--- config.mk ---
export PLATFORM = sky130hd
export DESIGN_NAME = controle_multiciclo
export DESIGN_NICKNAME = d
export VERILOG_FILES = /design/src/rtl/controle_multiciclo.sv
export SDC_FILE = /design/constraint.sdc
export NUM_CORES = 1
export LEC_CHECK = 0
export ABC_CLOCK_PERIOD_IN_PS = 2500
export BUFFER_PORTS_ARGS = -buffer_cell sky130_fd_sc_hd__buf_2
export CORE_MARGIN = 1.5
export CORE_UTILIZATION = 53
export DETAILED_ROUTE_END_ITERATION = 16
export PLACE_DENSITY = 0.81
export SLEW_MARGIN = 20
export SYNTH_ARGS = -nofsm -noshare
export SYNTH_HDL_FRONTEND = slang
export SYNTH_SLANG_ARGS = --single-unit
--- constraint.sdc ---
create_clock -name clk -period 2.5 [get_ports clk]
set_input_delay 0 -clock clk [delete_from_list [all_inputs] [get_ports clk]]
set_output_delay 0 -clock clk [all_outputs]
set_load 0.02 [all_outputs]
--- src/rtl/controle_multiciclo.sv ---
// Multicycle Moore control unit for the RV32I-subset datapath: fetch, field latch,
// per-class strobe sequencing over 3-5 cycles, retire counter and sticky illegal trap.
module controle_multiciclo #(
    parameter int COUNT_W = 32
) (
    input  logic               clk,
    input  logic               reset,
    input  logic               enable,
    input  logic [6:0]         opcode,
    input  logic [2:0]         funct3,
    input  logic [6:0]         funct7,
    output logic [3:0]         ALUControl,
    output logic               ALUSrc,
    output logic               MemtoReg,
    output logic               RegWrite,
    output logic               MemRead,
    output logic               MemWrite,
    output logic               Branch,
    output logic               Jump,
    output logic               IRWrite,
    output logic               PCWrite,
    output logic [3:0]         state,
    output logic               illegal,
    output logic [COUNT_W-1:0] retired
);

    typedef enum logic [3:0] {
        S_FETCH    = 4'd0,
        S_DECODE   = 4'd1,
        S_EXEC_R   = 4'd2,
        S_EXEC_I   = 4'd3,
        S_MEM_ADDR = 4'd4,
        S_MEM_RD   = 4'd5,
        S_MEM_WB   = 4'd6,
        S_MEM_WR   = 4'd7,
        S_BRANCH   = 4'd8,
        S_JUMP     = 4'd9,
        S_ALU_WB   = 4'd10,
        S_TRAP     = 4'd11
    } state_e;

    localparam logic [6:0] OP_R   = 7'b0110011;
    localparam logic [6:0] OP_I   = 7'b0010011;
    localparam logic [6:0] OP_LW  = 7'b0000011;
    localparam logic [6:0] OP_SW  = 7'b0100011;
    localparam logic [6:0] OP_BEQ = 7'b1100011;
    localparam logic [6:0] OP_JAL = 7'b1101111;

    localparam logic [3:0] ALU_AND = 4'b0000;
    localparam logic [3:0] ALU_OR  = 4'b0001;
    localparam logic [3:0] ALU_ADD = 4'b0010;
    localparam logic [3:0] ALU_SLL = 4'b0011;
    localparam logic [3:0] ALU_XOR = 4'b0100;
    localparam logic [3:0] ALU_SRL = 4'b0101;
    localparam logic [3:0] ALU_SUB = 4'b0110;
    localparam logic [3:0] ALU_SLT = 4'b0111;

    state_e             state_q, state_d;
    logic [6:0]         opcode_q, opcode_d;
    logic [2:0]         funct3_q, funct3_d;
    logic [6:0]         funct7_q, funct7_d;
    logic [COUNT_W-1:0] retired_q, retired_d;

    logic [3:0] base_alu, exec_alu;
    logic       base_legal, is_shift, r_legal, i_legal;

    // Decode works only from the latched fields, never from the live instruction bus.
    // NOTE: every signal written in an always_comb gets a default first, so no latch is inferred.
    always_comb begin
        base_alu   = ALU_ADD;
        base_legal = 1'b1;
        case (funct3_q)
            3'b000:  base_alu = ALU_ADD;
            3'b001:  base_alu = ALU_SLL;
            3'b010:  base_alu = ALU_SLT;
            3'b100:  base_alu = ALU_XOR;
            3'b101:  base_alu = ALU_SRL;
            3'b110:  base_alu = ALU_OR;
            3'b111:  base_alu = ALU_AND;
            default: base_legal = 1'b0;
        endcase
        is_shift = (funct3_q == 3'b001) || (funct3_q == 3'b101);
        r_legal  = (base_legal && funct7_q == 7'b0000000)
                || (funct3_q == 3'b000 && funct7_q == 7'b0100000);
        i_legal  = base_legal && (!is_shift || funct7_q == 7'b0000000);
        exec_alu = base_alu;
        if (opcode_q == OP_R && funct7_q == 7'b0100000) begin
            exec_alu = ALU_SUB;
        end
    end

    always_comb begin
        state_d   = state_q;
        opcode_d  = opcode_q;
        funct3_d  = funct3_q;
        funct7_d  = funct7_q;
        retired_d = retired_q;
        if (enable) begin
            case (state_q)
                S_FETCH: begin
                    state_d  = S_DECODE;
                    opcode_d = opcode;
                    funct3_d = funct3;
                    funct7_d = funct7;
                end
                S_DECODE: begin
                    state_d = S_TRAP;
                    if (opcode_q == OP_R && r_legal)                  state_d = S_EXEC_R;
                    if (opcode_q == OP_I && i_legal)                  state_d = S_EXEC_I;
                    if (opcode_q == OP_LW && funct3_q == 3'b010)      state_d = S_MEM_ADDR;
                    if (opcode_q == OP_SW && funct3_q == 3'b010)      state_d = S_MEM_ADDR;
                    if (opcode_q == OP_BEQ && funct3_q == 3'b000)     state_d = S_BRANCH;
                    if (opcode_q == OP_JAL)                           state_d = S_JUMP;
                end
                S_EXEC_R, S_EXEC_I: state_d = S_ALU_WB;
                S_MEM_ADDR: state_d = (opcode_q == OP_LW) ? S_MEM_RD : S_MEM_WR;
                S_MEM_RD:   state_d = S_MEM_WB;
                S_ALU_WB, S_MEM_WB, S_MEM_WR, S_BRANCH, S_JUMP: begin
                    state_d   = S_FETCH;
                    retired_d = retired_q + COUNT_W'(1);
                end
                default:    state_d = S_TRAP;
            endcase
        end
    end

    // NOTE: sequential state uses non-blocking assignments only; the reset here is asynchronous.
    always_ff @(posedge clk or posedge reset) begin
        if (reset) begin
            state_q   <= S_FETCH;
            opcode_q  <= '0;
            funct3_q  <= '0;
            funct7_q  <= '0;
            retired_q <= '0;
        end else begin
            state_q   <= state_d;
            opcode_q  <= opcode_d;
            funct3_q  <= funct3_d;
            funct7_q  <= funct7_d;
            retired_q <= retired_d;
        end
    end

    always_comb begin
        ALUControl = ALU_AND;
        ALUSrc     = 1'b0;
        MemtoReg   = 1'b0;
        RegWrite   = 1'b0;
        MemRead    = 1'b0;
        MemWrite   = 1'b0;
        Branch     = 1'b0;
        Jump       = 1'b0;
        IRWrite    = 1'b0;
        PCWrite    = 1'b0;
        case (state_q)
            S_FETCH: IRWrite = 1'b1;
            S_EXEC_R, S_EXEC_I: begin
                ALUControl = exec_alu;
                ALUSrc     = (opcode_q == OP_I);
            end
            S_ALU_WB: begin
                ALUControl = exec_alu;
                ALUSrc     = (opcode_q == OP_I);
                RegWrite   = 1'b1;
                PCWrite    = 1'b1;
            end
            S_MEM_ADDR: begin
                ALUControl = ALU_ADD;
                ALUSrc     = 1'b1;
            end
            S_MEM_RD: begin
                ALUControl = ALU_ADD;
                ALUSrc     = 1'b1;
                MemRead    = 1'b1;
            end
            // MemRead stays up through write-back so the datapath read register survives the edge.
            S_MEM_WB: begin
                ALUControl = ALU_ADD;
                ALUSrc     = 1'b1;
                MemRead    = 1'b1;
                MemtoReg   = 1'b1;
                RegWrite   = 1'b1;
                PCWrite    = 1'b1;
            end
            S_MEM_WR: begin
                ALUControl = ALU_ADD;
                ALUSrc     = 1'b1;
                MemWrite   = 1'b1;
                PCWrite    = 1'b1;
            end
            S_BRANCH: begin
                ALUControl = ALU_SUB;
                Branch     = 1'b1;
                PCWrite    = 1'b1;
            end
            S_JUMP: begin
                Jump     = 1'b1;
                RegWrite = 1'b1;
                PCWrite  = 1'b1;
            end
            default: ;
        endcase
        if (!enable) begin
            IRWrite  = 1'b0;
            PCWrite  = 1'b0;
            RegWrite = 1'b0;
            MemWrite = 1'b0;
            MemRead  = 1'b0;
        end
        if (reset) begin
            ALUControl = ALU_AND;
            ALUSrc     = 1'b0;
            MemtoReg   = 1'b0;
            RegWrite   = 1'b0;
            MemRead    = 1'b0;
            MemWrite   = 1'b0;
            Branch     = 1'b0;
            Jump       = 1'b0;
            IRWrite    = 1'b0;
            PCWrite    = 1'b0;
        end
    end

    assign state   = state_q;
    assign illegal = (state_q == S_TRAP);
    assign retired = retired_q;

endmodule

==> run summary, run 1 <==
Outcome
- completed — result of the run

Power
- 37.3% — logic gate share of total power
- 46.9% — sequential share of power
- 15.9% — fraction of power consumed by the clock network
- 2.92 mW — final total power
- 1.17 mW — net switching power of the design
- 1.74 mW — Power Internal
- 857 nW/µm² — areal power density over the cells
- 0.581 mV — maximum ir drop on the vdd rail
- 40.3% — Net Sw Frac
- 1.61 nW — leakage power figure

Route
- 6.11 mm — final wirelength
- 4 — number of iterations in the first detailed-routing pass
- 2284 — Via Count
- 0 — # DRC
- 14.6 µm — routed length per placed instance
- 0 — count of nets left with antenna violations after detail routing
- 152 — first-iteration detailed-routing DRC count
- 5.46 — Via density

Flow run
- 0 — max-capacitance violation count

Setup path
- flip-flop — critical path startpoint category
- 1 — number of buffer and inverter stages on the critical path
- 2.50 ns — required time of the critical path
- 3 — maximum net fanout on the critical path
- 2.18 ns — data arrival time at the worst-slack endpoint
- simple AND/OR/NAND/NOR gates — kind of cell adding the most delay to the critical path
- 0.59 ns — Worst path max stage delay
- sky130_fd_sc_hd__or4_1 — slowest CP cell
- or4_1 > nor4_2 > nand2_1 > o311ai_0 > and3_1 > buf_2 — crit path cell chain
- reg -> out — category of the critical setup timing path
- output port — kind of end point of the critical path

STA
- 0 — total setup violations reported at the end of the flow
- 2.18 ns — final period demand of the worst path
- 61.1% — worst slew slack as a fraction of its limit
- 0 — Final Hold Fails
- 460 MHz — top achievable clock speed
- 0 ns — sum of negative setup slack
- 0.0104 ns — Setup Skew
- 0.584 ns — transition time of the tightest slew-check pin
- no — RSZ-0062 raised after global routing
- 0 — number of max-slew violations in the final report
- 87.0% — final cycle utilization of the critical path

Synthesis
- 292 — net count after synthesis
- 2740 µm² — post-synthesis instance area
- 2.74% — adder-cell area share of the yosys netlist
- 48.4% — sequential fraction of the synthesis area
- 23.9% — share of synthesized cell area in and, or, nand and nor gates
- 100% — share of async-settable or async-resettable flops after synthesis
- 53 — #FFs+latches synth
- simple AND/OR/NAND/NOR gates — main combinational cell family by area after synthesis
- 6.34% — share of the synthesized area in compound gates (AO/OA/AOI/OAI)
- 0 — count of yosys warnings during synthesis
- sky130_fd_sc_hd__dfrtp_1 — prevailing post-synth register cell
- 9.90% — synthesized-area fraction occupied by xor and xnor cells
- 0 — EDFF count, synth
- 10.3 µm² — Post-Synthesis Mean Instance Area
- 266 — Syn Inst Count
- 6.16% — multiplexer share of the synthesized area
- 46 — number of distinct standard cells referenced by the synthesized netlist

Clock tree
- sky130_fd_sc_hd__clkbuf_8 — root buffer selected by CTS
- yes — TritonCTS clock tree
- 0.30 ns — insertion delay to the later sink of the worst-skew pair
- 5 — number of buffers added by the clock tree synthesis step
- 18 — Post-CTS Hold Fix Bufs
- 2 — maximum buffer depth of the clock tree
- 0 — post-CTS setup-driven buffer insertion count
- 0.10 ns — Clk pin slew, worst setup/hold paths
- 53 — number of sinks handled by clock tree synthesis
- 0 — PostCTS Resize Cnt
- 2 — CTS H-Tree Depth

Global routing
- 23.4% — combined global-route utilization of all metal layers
- 0 — global route overflow
- 2133 — number of global-route vias before repair
- 9.97 mm — global-route wire length before repair
- 0 — number of antenna violations at the first check in global routing
- 47 — pin count of the biggest net entering global routing

Final layout
- 1330 µm² — total area of sequential cells
- 380 — # fillers
- 0 — number of antenna cells inserted
- 29.3% — share of post-route cells with drive strength above 1
- 1350 µm² — area occupied by multi-input gates
- 24.1% — layout overhead on the synthesized area
- 377 — number of nets in the layout
- 70.2% — Final Util

Floorplan
- 74.9 µm — die outline width
- 4850 µm² — Placeable Area
- 25 — number of placement rows
- 5620 µm² — area of the die
- 74.9 µm — vertical extent of the die
- 56.6% — starting density of the core
- 70 — I/O Pins

Hold path
- in -> reg — Min-Delay Path Class

Placed design
- 0.875 — final estimated routing congestion in global placement
- 68 — Port Buf Inserts
- 4.30 mm — HPWL reported at the end of detailed placement

-- cell families (layout without fill, tap and decap cells) --
group	Yosys count	count (layout)
AND/OR/NAND/NOR	117	117
flip-flops	53	53
XOR/XNOR	31	31
AO/OA/AOI/OAI	27	27
buffers and inverters	16	101
multiplexers	15	15
adder cells (fa/ha/maj)	6	6
other	1	1
-- per-layer routing --
layer  GRT usage [%]  wire length (µm)  up-vias
met2            38.4              3010       69
met4            6.67                53        0
met1            32.2              2780     1100
met3            3.88               268        4
met5               0                 0        -
li1                -                 -     1111
-- stage by stage --
stage               hold WS, ns  worst slack [ns]  area (µm²)  std cells
global placement        -0.0280             0.625        3140        393
detailed placement      -0.0201             0.524        3140        393
global route             0.0638             0.165        3400        418
floorplan                0.0798             0.552        2740        266
CTS                      0.0323             0.301        3400        418
finish                   0.0448             0.324        3400        418
-- worst min-delay path, delay by kind of cell --
kind / cells / cell delay (ns)
buffers and inverters: 1 / 0.16
AO/OA/AOI/OAI: 1 / 0.05
AND/OR/NAND/NOR: 1 / 0.10
-- area by class of cell --
type | instances | area share [%]
Clock buffer | 6 | 2.13
Clock inverter | 1 | 0.257
Inverter | 6 | 0.662
Multi-Input combinational cell | 197 | 39.8
Sequential cell | 53 | 39.0
Tap cell | 67 | 2.46
Timing Repair Buffer | 88 | 15.7
-- registers in the layout, indices dropped and copies added, names as in the netlist --
name and flops:
funct3_q 3, retired 32, opcode_q 7, state 4, funct7_q 7
-- final timing paths --
path / start / endpoint / slack, ns / depth (start not counted)
worst max register to register: state[0] / retired[31] / 0.51 / 5
max in group asynchronous: reset / funct7_q[6] / 1.46 / 4
worst max-delay path: funct7_q[1] / ALUControl[1] / 0.32 / 6
min in group asynchronous: reset / opcode_q[1] / 0.22 / 3
worst min register to register: retired[31] / retired[31] / 0.48 / 1
worst min-delay path: enable / state[0] / 0.04 / 3
-- cell usage in the layout, fill, tap and decap left out, types with 2 or more instances in the layout --
cell and instances:
sky130_fd_sc_hd__clkbuf_8 5, sky130_fd_sc_hd__nor2_1 15, sky130_fd_sc_hd__nor3_1 8, sky130_fd_sc_hd__nand4_1 15
sky130_fd_sc_hd__ha_1 6, sky130_fd_sc_hd__and2_1 3, sky130_fd_sc_hd__a211oi_1 2, sky130_fd_sc_hd__and3_1 5
sky130_fd_sc_hd__nor2b_1 2, sky130_fd_sc_hd__dfrtp_1 53, sky130_fd_sc_hd__xnor2_1 28, sky130_fd_sc_hd__a21oi_1 9
sky130_fd_sc_hd__and4_1 3, sky130_fd_sc_hd__nor4_1 2, sky130_fd_sc_hd__nand3_1 10, sky130_fd_sc_hd__nand2b_1 9
sky130_fd_sc_hd__a31oi_1 2, sky130_fd_sc_hd__inv_1 5, sky130_fd_sc_hd__or2_2 3, sky130_fd_sc_hd__dlygate4sd3_1 18
sky130_fd_sc_hd__nand2_1 29, sky130_fd_sc_hd__buf_2 68, sky130_fd_sc_hd__mux2_2 15, sky130_fd_sc_hd__xor2_1 3
sky130_fd_sc_hd__o21ai_0 5, sky130_fd_sc_hd__nor4_2 2, sky130_fd_sc_hd__nor4b_1 2, sky130_fd_sc_hd__buf_4 2
-- power by group through the flow --
stage | clock network, mW | logic (mW) | registers [mW]
finish | 0.463 | 1.09 | 1.37
global route | 0.503 | 1.20 | 1.41
CTS | 0.475 | 1.08 | 1.36
detailed placement | 0 | 1.05 | 1.38
global placement | 0 | 1.02 | 1.36
floorplan | 0 | 0.789 | 1.32
-- synthesized netlist by cell type (2+ instances only) --
cell                       number  area (µm²)
sky130_fd_sc_hd__xnor2_1       28         245
sky130_fd_sc_hd__and2_1         3        18.8
sky130_fd_sc_hd__or2_2          3        18.8
sky130_fd_sc_hd__buf_2          4        20.0
sky130_fd_sc_hd__a21oi_1        9        45.0
sky130_fd_sc_hd__clkbuf_1       4        15.0
sky130_fd_sc_hd__nand3_1       10        50.1
sky130_fd_sc_hd__ha_1           6        75.1
sky130_fd_sc_hd__and4_1         3        26.3
sky130_fd_sc_hd__nor2b_1        2        12.5
sky130_fd_sc_hd__a211oi_1       2        15.0
sky130_fd_sc_hd__nor4_1         2        12.5
sky130_fd_sc_hd__xor2_1         3        26.3
sky130_fd_sc_hd__dfrtp_1       53        1330
sky130_fd_sc_hd__a31oi_1        2        12.5
sky130_fd_sc_hd__nand4_1       15        93.8
sky130_fd_sc_hd__nand2b_1       9        56.3
sky130_fd_sc_hd__inv_1          6        22.5
sky130_fd_sc_hd__and3_1         5        31.3
sky130_fd_sc_hd__o21ai_0        5        25.0
sky130_fd_sc_hd__nor3_1         8        40.0
sky130_fd_sc_hd__nor4_2         2        25.0
sky130_fd_sc_hd__nor2_1        15        56.3
sky130_fd_sc_hd__nor4b_1        3        26.3
sky130_fd_sc_hd__mux2_2        15         169
sky130_fd_sc_hd__nand2_1       29         109
Power figures use the tool's default switching activity.
==> run 2, diff against run 1 <==
- ABC_CLOCK_PERIOD_IN_PS: 2500 -> 2200
- clock period: 2.5 -> 2.2 ns (I/O delays scaled with it)
==> run summary, run 2 (same netlist as run 1, synthesis figures left out) <==
Outcome
- completed — result of the run

STA
- 0.550 ns — transition time of the tightest slew-check pin
- 0.0356 ns — worst hold slack after final layout
- 0.0110 ns — Setup Skew
- 2.12 ns — final period demand of the worst path
- 96.3% — final cycle utilization of the critical path
- 0 — number of max-slew violations in the final report
- 472 MHz — top achievable clock speed
- 63.0% — worst slew slack as a fraction of its limit
- 0 — total setup violations reported at the end of the flow
- 0 — Final Hold Fails

Final layout
- 381 — number of nets in the layout
- 423 — final non-filler cell total
- 26.2% — layout overhead on the synthesized area
- 0 — number of antenna cells inserted
- 1370 µm² — area occupied by multi-input gates
- 32 — flip-flop count of the largest register after layout
- 1330 µm² — total area of sequential cells
- sky130_fd_sc_hd__buf_2 — commonest non-fill, non-tap cell in the layout
- sky130_fd_sc_hd__buf_2, sky130_fd_sc_hd__dfrtp_1, sky130_fd_sc_hd__nand2_1 — most used cells in the layout excluding fill and tap cells
- 30.9% — share of post-route cells with drive strength above 1
- 71.4% — Final Util
- 370 — # fillers

Global routing
- 0 — global route overflow
- met2 — most used routing layer
- 31.3% — met1 track demand over resource in global routing
- 10.2 mm — global-route wire length before repair
- 6.02% — met3 Track Usage GR
- 0 — number of antenna violations at the first check in global routing
- 24.4% — combined global-route utilization of all metal layers
- 40.2% — met2 global-route usage
- 2185 — number of global-route vias before repair
- 46 — pin count of the biggest net entering global routing

Setup path
- 0.24 ns — worst-case register-to-register setup slack
- sky130_fd_sc_hd__or3_1 — slowest CP cell
- flip-flop — critical path startpoint category
- reg -> out — category of the critical setup timing path
- or3_1 > nor4_4 > nand2_1 > o311ai_0 > and3_1 > buf_2 — crit path cell chain
- output port — kind of end point of the critical path
- funct3_q[1] — reg-to-reg startpoint
- 2.20 ns — required time of the critical path
- 5 — maximum net fanout on the critical path
- 0.46 ns — Worst path max stage delay
- opcode_q[2] — start point of the critical path
- state[1] — reg-to-reg endpoint
- 2.12 ns — data arrival time at the worst-slack endpoint
- ALUControl[1] — Critical Path End
- 7 — depth of the most critical reg-to-reg path

Clock tree
- 2 — maximum buffer depth of the clock tree
- yes — TritonCTS clock tree
- 0 — post-CTS setup-driven buffer insertion count
- 53 — number of sinks handled by clock tree synthesis
- 5 — number of buffers added by the clock tree synthesis step
- 2 — CTS H-Tree Depth
- 0.10 ns — Clk pin slew, worst setup/hold paths
- 0.31 ns — insertion delay to the later sink of the worst-skew pair
- sky130_fd_sc_hd__clkbuf_8 — root buffer selected by CTS

Floorplan
- 56.6% — starting density of the core
- 5620 µm² — area of the die
- 25 — number of placement rows
- 74.9 µm — die outline width
- 74.9 µm — vertical extent of the die
- 4850 µm² — Placeable Area
- 70 — I/O Pins

Route
- 0 — # DRC
- 124 — first-iteration detailed-routing DRC count
- 0 — count of nets left with antenna violations after detail routing
- 4 — number of iterations in the first detailed-routing pass
- 5.47 — Via density
- 6.39 mm — final wirelength
- 2315 — Via Count
- 15.1 µm — routed length per placed instance

Placed design
- 4.36 mm — HPWL reported at the end of detailed placement
- 68 — Port Buf Inserts
- 397 — instance count after placement with tap cells included
- 0.809 — final estimated routing congestion in global placement

Power
- 1.65 nW — leakage power figure
- 995 nW/µm² — areal power density over the cells
- 0.738 mV — maximum ir drop on the vdd rail

Flow run
- 0 — max-capacitance violation count

Hold path
- in -> reg — Min-Delay Path Class

run 2: cell types whose count changed in the layout (fill, tap and decap cells not counted), sizes merged:
| cell | change |
|---|---|
| buf | +4 |
| clkinv | +1 |
run 2: critical path, delay by kind of cell (launching register included):
family | cells | cell delay [ns]
simple gates | 4 | 1.11
buf+inv | 1 | 0.16
compound gates | 1 | 0.10
flops | 1 | 0.44
run 2: cell type report:
class                      count  share of cell area [%]
clock buffer                   6                    2.39
clock inverter                 2                   0.398
inverter                       6                   0.651
multi-input combinational    197                    39.5
sequential                    53                    38.3
tap                           67                    2.42
timing repair buffer          92                    16.3
run 2: worst min path at each step:
stage,startpoint,to,depth (start not counted)
global placement,reset,funct3_q[1],2
floorplan,reset,PCWrite,1
global route,enable,state[0],3
CTS,enable,state[0],3
detailed placement,reset,opcode_q[3],2
finish,enable,state[0],3
run 2: stage by stage:
stage	cell area, µm²	setup slack (ns)	power (mW)	TNS (ns)
detailed placement	3170	0.285	2.81	0
global placement	3170	0.362	2.75	0
floorplan	2740	0.252	2.40	0
CTS	3450	0.0455	3.40	0
finish	3460	0.0809	3.44	0
global route	3460	-0.000429	3.67	-0.000429
run 2: what timing repair did:
item | in CTS | in global routing
endpoints found under the setup margin | 0 | 2
hold endpoints to repair | 25 | 0
hold buffers | 18 | 0
gates resized for setup | 0 | 2
run 2: power by group:
group,internal (mW),total [mW],switching [mW]
combinational,0.599,1.38,0.785
sequential,1.21,1.48,0.276
clock,0.256,0.577,0.321
run 2: metal layers:
layer  part of all wire, %  wire [µm]
met1                    43       2760
met4                   1.8        116
met3                   5.2        334
met2                    50       3180
met5                     0          0
